--- config.mk ---
export PLATFORM = sky130hd
export DESIGN_NAME = k_fifo2_ctrl
export DESIGN_NICKNAME = d
export VERILOG_FILES = /design/src/rtl/k_fifo2_ctrl.sv
export SDC_FILE = /design/constraint.sdc
export NUM_CORES = 1
export LEC_CHECK = 0
export CAP_MARGIN = 20
export CORE_ASPECT_RATIO = 1.4
export CORE_UTILIZATION = 30
export CTS_CLUSTER_DIAMETER = 120
export DETAILED_ROUTE_END_ITERATION = 12
export MAX_ROUTING_LAYER = met4
export PLACE_DENSITY = 0.66
export SETUP_SLACK_MARGIN = 0.2
export SYNTH_ARGS = -nofsm -noshare
export SYNTH_HDL_FRONTEND = slang
export SYNTH_SLANG_ARGS = --single-unit
export TNS_END_PERCENT = 10
--- constraint.sdc ---
create_clock -name clk -period 2.4 [get_ports clk]
set_input_delay 0.24 -clock clk [delete_from_list [all_inputs] [get_ports clk]]
set_output_delay 0.24 -clock clk [all_outputs]
set_load 0.03 [all_outputs]
--- src/rtl/k_fifo2_ctrl.sv ---
`default_nettype none
// +----------------------------------------------------------------------------+
// | k_fifo2_ctrl: pointer/handshake controller for the 2-deep dual-port RAM,   |
// | first-word-fall-through read, flush and saturating write-stall counter.    |
// | Revision: 1.0                                                              |
// +----------------------------------------------------------------------------+
module k_fifo2_ctrl #(
  parameter int DATA_SIZE = 8,
  parameter int ADDR_SIZE = 1,
  parameter int STALL_W   = 8
) (
  input  logic                 clk,
  input  logic                 rst_n,
  input  logic                 wr_valid_i,
  output logic                 wr_ready_o,
  input  logic [DATA_SIZE-1:0] wr_data_i,
  output logic                 rd_valid_o,
  input  logic                 rd_ready_i,
  output logic [DATA_SIZE-1:0] rd_data_o,
  input  logic                 flush_i,
  output logic [ADDR_SIZE:0]   count_o,
  output logic [STALL_W-1:0]   stall_cnt_o,
  input  logic                 stall_clr_i,
  output logic                 ram_wen_o,
  output logic [ADDR_SIZE-1:0] ram_waddr_o,
  output logic [ADDR_SIZE-1:0] ram_raddr_o,
  output logic [DATA_SIZE-1:0] ram_d_o,
  input  logic [DATA_SIZE-1:0] ram_q_i
);

  localparam logic [1:0] c_st_empty = 2'd0;
  localparam logic [1:0] c_st_mid   = 2'd1;
  localparam logic [1:0] c_st_full  = 2'd2;

  localparam logic [ADDR_SIZE:0]   c_depth    = (ADDR_SIZE+1)'(2**ADDR_SIZE);
  localparam logic [ADDR_SIZE:0]   c_one      = (ADDR_SIZE+1)'(1);
  localparam logic [STALL_W-1:0]   c_stall_max = '1;
  localparam logic [STALL_W-1:0]   c_stall_one = STALL_W'(1);

  logic [1:0]         state_q, state_d;
  logic [ADDR_SIZE:0] wptr_q, wptr_d;
  logic [ADDR_SIZE:0] rptr_q, rptr_d;
  logic [ADDR_SIZE:0] count_q, count_d;
  logic [STALL_W-1:0] stall_q, stall_d;
  logic               w_push;
  logic               w_pop;

  always_ff @(posedge clk or negedge rst_n) begin
    if (!rst_n) begin
      state_q <= c_st_empty;
      wptr_q  <= '0;
      rptr_q  <= '0;
      count_q <= '0;
      stall_q <= '0;
    end else begin
      state_q <= state_d;
      wptr_q  <= wptr_d;
      rptr_q  <= rptr_d;
      count_q <= count_d;
      stall_q <= stall_d;
    end
  end

  // Flush overrides any handshake; push/pop are already masked by flush.
  always_comb begin
    state_d = state_q;
    wptr_d  = wptr_q;
    rptr_d  = rptr_q;
    count_d = count_q;
    if (flush_i) begin
      state_d = c_st_empty;
      wptr_d  = '0;
      rptr_d  = '0;
      count_d = '0;
    end else begin
      if (w_push) wptr_d = wptr_q + c_one;
      if (w_pop)  rptr_d = rptr_q + c_one;
      if (w_push && !w_pop)      count_d = count_q + c_one;
      else if (!w_push && w_pop) count_d = count_q - c_one;
      if (count_d == '0)          state_d = c_st_empty;
      else if (count_d == c_depth) state_d = c_st_full;
      else                         state_d = c_st_mid;
    end
  end

  always_comb begin
    stall_d = stall_q;
    if (stall_clr_i)
      stall_d = '0;
    else if (wr_valid_i && !wr_ready_o && (stall_q != c_stall_max))
      stall_d = stall_q + c_stall_one;
  end

  always_comb begin
    wr_ready_o = rst_n && (state_q != c_st_full) && !flush_i;
    rd_valid_o = (state_q != c_st_empty);
    w_push     = wr_valid_i && wr_ready_o;
    w_pop      = rd_valid_o && rd_ready_i && !flush_i;
    ram_wen_o  = w_push;
  end

  assign ram_waddr_o = wptr_q[ADDR_SIZE-1:0];
  assign ram_raddr_o = rptr_q[ADDR_SIZE-1:0];
  assign ram_d_o     = wr_data_i;
  assign rd_data_o   = ram_q_i;
  assign count_o     = count_q;
  assign stall_cnt_o = stall_q;

endmodule
`default_nettype wire

Word level (Yosys, flattened, before mapping)
Cells that the tools add are included.
{"block": "word_totals", "reg_bits": 16, "latch_bits": 0, "mem_bits_rw": 0, "mem_bits_ro": 0, "in_bits": 22, "out_inout_bits": 31, "word_cells": 44, "n_memories": 0}
{"block": "classes", "n_addsub": 5, "multipliers": 0, "n_div": 0, "order_cmp": 0, "eq_ne": 3, "shift": 0, "muxes": 13, "n_bitwise": 0, "n_reduce_logical": 18}
{"cell": "2-bit 2-to-1 mux", "count": 11}
{"cell": "8-bit 2-to-1 mux", "count": 2}
{"cell": "1-bit logical AND", "count": 9}
{"cell": "8-bit by 1-bit adder with 8-bit output, second input constant", "count": 1}
{"cell": "8-bit != test, second input constant", "count": 1}
{"cell": "2-bit nonzero test", "count": 4}
{"cell": "2-bit by 1-bit adder with 2-bit output, second input constant", "count": 3}
{"cell": "1-bit zero test", "count": 4}
{"cell": "2-bit == test, second input constant", "count": 1}
{"cell": "2-bit zero test", "count": 1}
{"cell": "2-bit != test, second input constant", "count": 1}
{"cell": "2-bit by 1-bit subtractor with 2-bit output, second input constant", "count": 1}

Logic depth before layout (Yosys ltp)
{"block": "depth", "depth_word": 13, "ltp_mapped": 6, "depth_no_buf": 5}

Worst setup path after synthesis
Ideal clock, no wire load.
{"block": "synth_timing", "kind": "reg2reg", "from": "register stall_q[0], in the netlist stall_cnt_o[0]", "to": "register stall_q[5], in the netlist stall_cnt_o[5]", "setup_time_ns": 0.078, "t_arrival_ns": 1.635, "t_required_ns": 2.322, "path_slack_ns": 0.687, "stages_incl_launch_ff": 7, "n_path_buf": 1, "synth_period_minus_slack_ns": 1.713, "cell_sequence": "dfrtp_1 ha_1 nand3_1 nor2_1 buf_2 or4_1 a21oi_1"}
{"block": "synth_between", "elab_chain_len": 3, "elab_cells_between_ends": 6, "cone_classes": "1 x add/sub; 1 x eq/ne; 2 x mux; 2 x reduce/logical"}
{"element": "from (decl)", "line": "44", "rtl": "logic [STALL_W-1:0] stall_q, stall_d;"}
{"element": "from (signal assigned)", "line": "60", "rtl": "stall_q <= stall_d;"}
{"element": "8-bit by 1-bit adder with 8-bit output / 8-bit != test (equally long branches)", "line": "91, 90"}
{"element": "8-bit 2-to-1 mux / 1-bit logical AND (equally long branches)", "line": "90", "rtl": "else if (wr_valid_i && !wr_ready_o && (stall_q != c_stall_max))"}
{"element": "8-bit 2-to-1 mux / 2-bit nonzero test (equally long branches)"}
Several ways; a longest one is shown, not always the timed one. The select of a mux whose other input is x is not followed.
A chain may end at the register's enable or synchronous reset.

Final worst setup path
{"block": "layout_timing", "from": "register state_q[0]", "to": "output rd_valid_o"}
{"block": "layout_between", "elab_chain_len": 1}
{"element": "from (decl)", "line": "40", "rtl": "logic [1:0] state_q, state_d;"}
{"element": "from (signal assigned)", "line": "50", "rtl": "state_q <= c_st_empty;"}
{"element": "from (signal assigned)", "line": "56", "rtl": "state_q <= state_d;"}
{"element": "2-bit nonzero test", "line": "96", "rtl": "rd_valid_o = (state_q != c_st_empty);"}
{"element": "to (decl)", "line": "17", "rtl": "output logic rd_valid_o,"}
No other way between the ends.

==> flow_summary.toml <==
[floorplan]
num_io_pins = 53
die_w_um = 47.0
dieHeight_um = 65.1
row_count = 22
start_util_pct = 31.9
core_um2 = 2670
dieArea_um2 = 3060

[cells_and_area]
area_growth_pct = 16.2
post_route_cells_drive_above_1_share_pct = 11.1
diodes = 0
mostFrequentLayoutCells = "18 x clkdlybuf4s50_1, 13 x dfrtp_1, 8 x a21oi_1"
final_common_cell = "clkdlybuf4s50_1"
nets = 123
fill_cells = 290

[synth]
ys_ff_latch = 13
synth_top_flop_cell = "dfrtp_1"
synthMuxAreaShare_pct = 1.32
synth_top_family_by_area = "simple AND/OR/NAND/NOR gates"
synth_area_um2 = 852
synth_xor_xnor_area_share_pct = 2.06
syn_area_per_cell_um2 = 9.16
ys_types = 34
synth-async-reset-ratio_pct = 100
synth_fa_ha_area_share_pct = 1.47
synth_compound_area_share_pct = 17.3
synth-simple-area-share_pct = 22.3
syn_inst = 93
syn-num-nets = 116
synth_edf_count = 0
ys_warn_count = 0
ys_seq_area_share_pct = 38.2

[route]
drc = 0
wl_um = 1720
avgRoutedWirePerCell_um = 12.8
ant_nets = 0
vias_per_cell = 5.21
drtPass1Iterations = 3
drt_iter0_markers = 7
dr_total_vias = 703

[power]
ir_worst_vdd_v = 0.000187
switching_share_pct = 26.8
power.leakage_uw = 0.000395
pwr-share-clk_pct = 31.3
p_seq_share_pct = 52.6
finalPower_uw = 435
combPwrFrac_pct = 16.1
pwr_density_cell_nw_per_um2 = 440
power.internal_uw = 319
p_switching_uw = 117

[sta]
rsz0062_at_grt = "false"
fin_crit_ps = 1830
finalClockSkew_ps = 0.324
slew_headroom_pct = 63.7
final_max_slew_viol_count = 0
max_freq_mhz = 547
worstMarginPinSlew_ps = 543
finalSetupViolCount = 0
fin_setup_tns_ps = 0
finalCritPeriodShare_pct = 76.2
hold_viol = 0

[setup_path]
cpPeakStageDelay_ps = 590
critPathCaptureType = "primary output"
crit_chain = "or2_2 > clkdlybuf4s50_1"
cp_top_family = "buffers and inverters"
start_kind = "register"
crit_required_ps = 2160
cp.arrival_ps = 1590
path_buf_inv = 1
crit_path_max_fanout = 5
critPathSlowestCell = "clkdlybuf4s50_1"
path_class = "reg -> out"

[grt]
grt_pass1_vias = 679
grt_pass1_wl_um = 2880
grt-ovfl-total = 0
grt_usage_pct = 13.4
grt_start_max_net_pins = 12
antenna_found_initial = 0

[clock_tree]
clkLatencyLatePin_ps = 280
post_cts_buffers = 0
cts_hold_buf = 0
cts_tree = "yes"
cts_root_buffer = "clkbuf_4"
cts_sinks = 13
clk_pin_slew_ps = 80
cts_buffers = 3
clock_path_buffers = 2
ctsResizeCount = 0
ctsHtreeMaxLevel = 1

[placed_design]
dp_hpwl_um = 1320
place.gp.congestion = 0.774
port_buffers = 20

[flow_run]
cap_viol_max_count = 0

[min_path]
hp-class = "in -> async"

[run_status]
status = "complete, no violations"
## cell usage after synthesis, types with 2 or more instances
cell type / instances / area share, %
buf_4: 17 / 15
a21oi_1: 8 / 4.7
or4_1: 3 / 2.6
nand4_1: 2 / 1.5
nand2_1: 4 / 1.8
o311ai_0: 2 / 2.1
and2b_1: 2 / 1.8
o41ai_1: 3 / 3.1
nor2_1: 5 / 2.2
or3_1: 2 / 1.5
o31ai_1: 2 / 1.8
nor2b_1: 2 / 1.5
inv_1: 2 / 0.88
dfrtp_1: 13 / 38
o21ai_0: 4 / 2.3
nand3_1: 4 / 2.3
## layer usage
| metal | global-route usage, % | routed length, um | up-vias |
|---|---|---|---|
| li1 | - | - | 331 |
| met3 | 4.18 | 125 | 5 |
| met1 | 13.5 | 707 | 331 |
| met2 | 21.9 | 852 | 36 |
| met4 | 7.86 | 40 | 0 |
| met5 | - | 0 | - |
## flip-flops by register name, summed over array words and instances (netlist names)
register	count
rptr_q	1
wptr_q	1
state_q	2
stall_cnt_o	8
count_o	1
## final timing paths
kind	from	end	slack, ps	cells past startpoint
max in group asynchronous	rst_n	stall_cnt_o[4]	1780	2
worst min register to register	wptr_q[0]	wptr_q[0]	510	1
min in group clk	wr_data_i[0]	ram_d_o[0]	480	0
worst max register to register	stall_cnt_o[0]	stall_cnt_o[4]	760	5
worst min-delay path	rst_n	stall_cnt_o[0]	210	1
worst max-delay path	state_q[0]	rd_valid_o	570	2
## layout make-up
cell class / instances / area (um^2) / area share (%)
clock buffers: 4 / 26.3 / 2.65
inverters: 3 / 11.3 / 1.14
multi-input cells: 58 / 379 / 38.3
flip-flops and latches: 13 / 325 / 32.9
well taps: 36 / 45.0 / 4.55
repair buffers: 21 / 203 / 20.5
## power by group through the flow
stage          Clock, uW  Combinational (uW)  Sequential (uW)
4_1_cts              142                71.5              229
3_5_place_dp           0                70.9              233
5_1_grt              147                77.0              230
2_1_floorplan          0                78.2              241
3_3_place_gp           0                70.1              233
6_report             136                70.2              229
## cell families after synthesis
| family | count (synthesis) |
|---|---|
| AO/OA/AOI/OAI | 22 |
| XOR/XNOR | 2 |
| adder cells (fa/ha/maj) | 1 |
| buffers and inverters | 22 |
| flip-flops | 13 |
| multiplexers | 1 |
| AND/OR/NAND/NOR | 32 |
## worst reg2reg max path: stages, from the launching register on
cell,delay [ps]
dfrtp_1,420
ha_1,260
nand3_1,90
nor2_1,130
or4_1,530
a21oi_1,150
## through the flow
| stage | hold slack, ps | util (%) | area [um^2] | setup WS [ps] | std cells |
|---|---|---|---|---|---|
| 2_1_floorplan | -55.6 | - | 852 | 687 | 93 |
| 3_3_place_gp | 479 | 36.1 | 963 | 423 | 131 |
| 3_5_place_dp | 480 | 36.1 | 963 | 425 | 131 |
| 4_1_cts | 212 | 37.1 | 990 | 553 | 135 |
| 5_1_grt | 227 | 37.1 | 990 | 484 | 135 |
| 6_report | 209 | 37.1 | 990 | 572 | 135 |
Power figures use the tool's default switching activity.
